--- config.mk ---
export PLATFORM = sky130hd
export DESIGN_NAME = riscv_reg_file
export DESIGN_NICKNAME = d
export VERILOG_FILES = /design/src/rtl/riscv_reg_file.sv
export SDC_FILE = /design/constraint.sdc
export NUM_CORES = 2
export LEC_CHECK = 0
export BUFFER_PORTS_ARGS = -buffer_cell sky130_fd_sc_hd__buf_2
export CORE_ASPECT_RATIO = 0.6
export CORE_MARGIN = 5
export CORE_UTILIZATION = 55
export DETAILED_ROUTE_END_ITERATION = 7
export GPL_TIMING_DRIVEN = 1
export MAX_ROUTING_LAYER = met4
export PLACE_DENSITY = 0.71
export SLEW_MARGIN = 20
export SYNTH_ARGS = -nofsm -noshare
export SYNTH_HDL_FRONTEND = slang
export SYNTH_SLANG_ARGS = --single-unit
--- constraint.sdc ---
create_clock -name clk -period 11.9 [get_ports clk]
set_input_delay 3.57 -clock clk [delete_from_list [all_inputs] [get_ports clk]]
set_output_delay 3.57 -clock clk [all_outputs]
set_load 0.05 [all_outputs]
--- src/rtl/riscv_reg_file.sv ---
// riscv_reg_file: 32x32 integer register file, two async read ports, one sync write port, x0 hardwired to zero
module riscv_reg_file #(
   parameter int DATA_WIDTH = 32,
   parameter int ADDR_WIDTH = 5
) (
   input  logic                  clk,
   input  logic                  rst,
   input  logic                  WE3,
   input  logic [ADDR_WIDTH-1:0] A1,
   input  logic [ADDR_WIDTH-1:0] A2,
   input  logic [ADDR_WIDTH-1:0] A3,
   input  logic [DATA_WIDTH-1:0] WD3,
   output logic [DATA_WIDTH-1:0] RD1,
   output logic [DATA_WIDTH-1:0] RD2
);
   logic [DATA_WIDTH-1:0] regs [2**ADDR_WIDTH];
   // clear everything on reset; otherwise write rd on the edge, dropping writes to x0
   always_ff @(posedge clk)
      if (rst)
         for (int i = 0; i < 2**ADDR_WIDTH; i++) regs[i] <= '0;
      else if (WE3 && A3 != '0)
         regs[A3] <= WD3;
   // reads are combinational with no write-through, so a same-cycle write shows only after the edge
   always_comb begin
      RD1 = (A1 == '0) ? '0 : regs[A1];
      RD2 = (A2 == '0) ? '0 : regs[A2];
   end
endmodule

# [After elaboration in Yosys (flattened, before gate mapping)]
# Memories as Yosys holds them, arrays and structs flattened.
# Index checks and enable logic that the tools add are counted.
# Widths: inputs -> output; s select.
[totals] ff_bits=0 mem_bits_rw=1024 input_bits=50 elab_cells=16 n_memories=1
[classes] n_mux=10 n_reduce_logical=5
[memory_table] memory="regs" depth=32 word_bits=32 rd=2 rd_clocked_by_memory_dff=0 write_ports=32 line="16" rtl="logic [DATA_WIDTH-1:0] regs [2**ADDR_WIDTH];"
[op_table] cell="$mux 32" count=3
[op_table] cell="$reduce_or 32->1" count=1
[op_table] cell="$logic_not 5->1" count=2
[op_table] cell="$mux 1" count=6
[op_table] cell="$mux 5" count=1
[op_table] cell="$reduce_bool 5->1" count=1
[op_table] cell="$logic_and 1x1->1" count=1

# [Longest topological paths before layout]
[logic_depth] word_depth=7 ltp_mapped=9 depth_no_buf=4

# [Worst setup path after synthesis]
# OpenSTA, ideal clock, no wires.
[synth_path] kind="input to output" startpoint="input port A2[0]" endpoint="output port RD2[30]" arrival_time_ps=6902 path_slack_ps=1428 path_stages=6 cell_sequence="buf_2 -> buf_6 -> buf_4 -> mux4_2 -> mux2i_1 -> a2111oi_0"
[synth_via] elab_chain_len=2
[synth_lines] element="start, declared" line="10" rtl="input logic [ADDR_WIDTH-1:0] A2,"
[synth_lines] element="$mem_v2 32x32 or $logic_not 5->1 (tied branches)"
[synth_lines] element="$mux 32 *" line="26" rtl="RD2 = (A2 == '0) ? '0 : regs[A2];"
[synth_lines] element="end, declared" line="14" rtl="output logic [DATA_WIDTH-1:0] RD2"
# Every way passes the cells marked *; elsewhere a longest branch is shown, timed or not.

# [Worst setup path after layout]
[layout_path] startpoint="input port A2[2]" endpoint="output port RD2[6]"
# The elaborated chain is that of the path after synthesis.

==> impl_metrics.tcl <==
set metrics [dict create \
    grt_max_degree 71 \
    fin_ws_ns 0.966 \
    htree_levels 3 \
    dp_cells 4705 \
    critPathSlowestCell "nor4_2" \
    min_path_type "input port to flip-flop" \
    cts.repair.resized 0 \
    io_buffers 113 \
    top_register "regs" \
    synthMuxAreaShare_pct 23.0 \
    drive_gt1_share_pct 26.8 \
    grt_pass1_wl_um 254000 \
    fin_setup_tns_ns 0 \
    die_w_um 415 \
    maxSlewViolCount 0 \
    rsz0062_at_grt "no" \
    critPathArrivalTime_ns 7.36 \
    clk_pin_slew_ns 0.07 \
    synth_cell_types 42 \
    hold_slack_ns 3.48 \
    cts_hold_buf 0 \
    synth.avg_cell_area_um2 15.5 \
    overflow 0 \
    cp_slowest_stage_delay_ns 0.87 \
    max_freq_mhz 91.5 \
    tightest_slew_ns 1.24 \
    postLayoutCoreUtil_pct 60.3 \
    numClockSinks 1024 \
    syn_inst 3502 \
    grt_usage_pct 35.0 \
    synth_xor_area_share_pct 0 \
    instances_no_fill 4878 \
    via_count 35200 \
    firstDrtPassIters 8 \
    cts_tree "built" \
    largest_reg_flops 1024 \
    io_pins 114 \
    grt_pass1_vias 35200 \
    crit_path_end_kind "primary output" \
    fin_nets 3532 \
    power_leakage_nw 20.3 \
    setup_viol_count_final 0 \
    start_kind "input port" \
    synth_area_mm2 0.0543 \
    gp_congestion 0.895 \
    cts_buffer_depth 3 \
    outcome "completed" \
    cts_setup_buffers 0 \
    seq_area_frac_synth_pct 56.7 \
    slew_headroom_pct 17.3 \
    post-route-period-util_pct 91.9 \
    top_regs "regs (1024)" \
    viasPerCell 7.21 \
    cts_buffers 94 \
    cap_violations 0 \
    fp.coreArea_mm2 0.0981 \
    path_cells "buf_6 -> buf_4 -> mux4_2 -> nor2b_1 -> a211oi_1 -> nor4_2 -> buf_2" \
    die_y_um 253 \
    dpl_worst_slack_ns 1.37 \
    ir_worst_vdd_v 0.000145 \
    cp.required_ns 8.33 \
    wire_per_inst_um 36.9 \
    synth_top_family_by_area "multiplexers" \
    antenna_found_initial 8 \
    cts_root_buf "clkbuf_16" \
    cp_max_fo 40 \
    ant_nets 0 \
    hold_depth 2 \
    drt_iter0_markers 5858 \
    drc 0 \
    nFillCells 7164 \
    die_area_mm2 0.105 \
    initial_core_util_pct 55.3 \
    synth_compound_area_share_pct 3.65 \
    hpwl_um 106000 \
    p_per_area_mw_per_mm2 144 \
    areaGrowthSynthToFinish_pct 8.99 \
    worstSetupPathType "input port to primary output" \
    hold_violations 0 \
    rows 89 \
    synth_simple_gate_area_share_pct 13.3 \
    finalCriticalPeriod_ns 10.93 \
    synth_seq_cells 1024 \
    synthAdderAreaFrac_pct 0 \
    yosys_warnings 0 \
    totalWireLength_um 180000 \
]
[kinds of logic (layout without fill, tap and decap cells)]
group | Yosys count | count (layout)
other | 1 | 38
and+or+nand+nor | 1177 | 1177
AOI/OAI and AO/OA | 259 | 259
DFF | 1024 | 1024
muxes | 652 | 652
buffers and inverters | 389 | 409
[cell usage after synthesis, drive strengths merged]
cell type,number,area [µm²]
nand2,7,26.3
nand3,5,25.0
mux2,30,338
nor4,6,37.5
a22oi,16,120
conb,1,3.75
or3b,4,35.0
o22ai,103,644
a221o,2,20.0
nor2,36,135
a211oi,7,52.6
nand4b,1,8.76
and4b,1,10.0
a2111oi,55,533
or3,2,12.5
o21ai,4,20.0
nand4bb,2,22.5
mux4,472,10600
mux2i,150,1500
buf,116,793
or4b,1,10.0
a32o,4,40.0
nor3,54,270
clkbuf,271,1020
a21oi,12,60.1
edfxtp,1024,30700
inv,2,7.51
nand2b,5,31.3
a22o,51,447
a221oi,4,35.0
and3,3,18.8
and2,995,6220
or2,33,206
nand3b,5,37.5
nor4b,3,32.5
o221ai,1,8.76
nor2b,14,87.6
[cell type report]
| type | count | area [µm²] | area share, % |
|---|---|---|---|
| multi-input cells | 2120 | 22000 | 37.1 |
| flip-flops and latches | 1024 | 30700 | 52.0 |
| diodes | 6 | 15.0 | 0.0254 |
| inverters | 2 | 7.51 | 0.0127 |
| repair buffers | 240 | 1710 | 2.90 |
| clock inverters | 57 | 562 | 0.950 |
| clock buffers | 110 | 2480 | 4.19 |
| well taps | 1319 | 1650 | 2.79 |
[layout by cell type (no fill, tap or decap), drive strengths merged, types with 12 or more instances in the layout]
master   instances
a22o            51
a2111oi         55
nor3            54
and2           995
conb            32
a22oi           16
nor2b           14
nor2            36
edfxtp        1024
o22ai          103
clkbuf         110
clkinv          42
or2             33
buf            240
mux2            30
mux4           472
mux2i          150
a21oi           12
[layer usage]
| layer | GRT usage, % | vias to the layer above | share of wire (%) |
|---|---|---|---|
| met5 | - | - | 0 |
| met4 | 13.8 | 0 | 4.6 |
| met3 | 10.9 | 521 | 15 |
| met2 | 50.4 | 3165 | 44 |
| met1 | 47.2 | 18000 | 37 |
| li1 | - | 13500 | - |
[power by group]
part           switching (mW)  internal (mW)
clock                    1.38           1.70
sequential              0.114           4.17
combinational           0.704          0.427
total                    2.20           6.30
[path summary, 6_finish.rpt]
kind              startpoint                         end  slack (ns)
setup / recovery       A2[2]                      RD2[6]        0.97
hold / removal       WD3[17]  regs[19][17]$_SDFFCE_PN0P_        3.48
[through the flow]
step	total power, mW	cell area, µm²
3_3_place_gp	5.42	56100
2_1_floorplan	5.06	54400
4_1_cts	8.49	59100
5_1_grt	8.71	59100
6_report	8.50	59100
3_5_place_dp	5.46	56100
[critical path: cells and delay by family]
kind                   cells  cell delay, ns
muxes                      1            0.32
AOI/OAI and AO/OA          1            0.32
and+or+nand+nor            2            1.61
buffers and inverters      3            1.44
No activity file was read; power rests on OpenSTA's default activity.
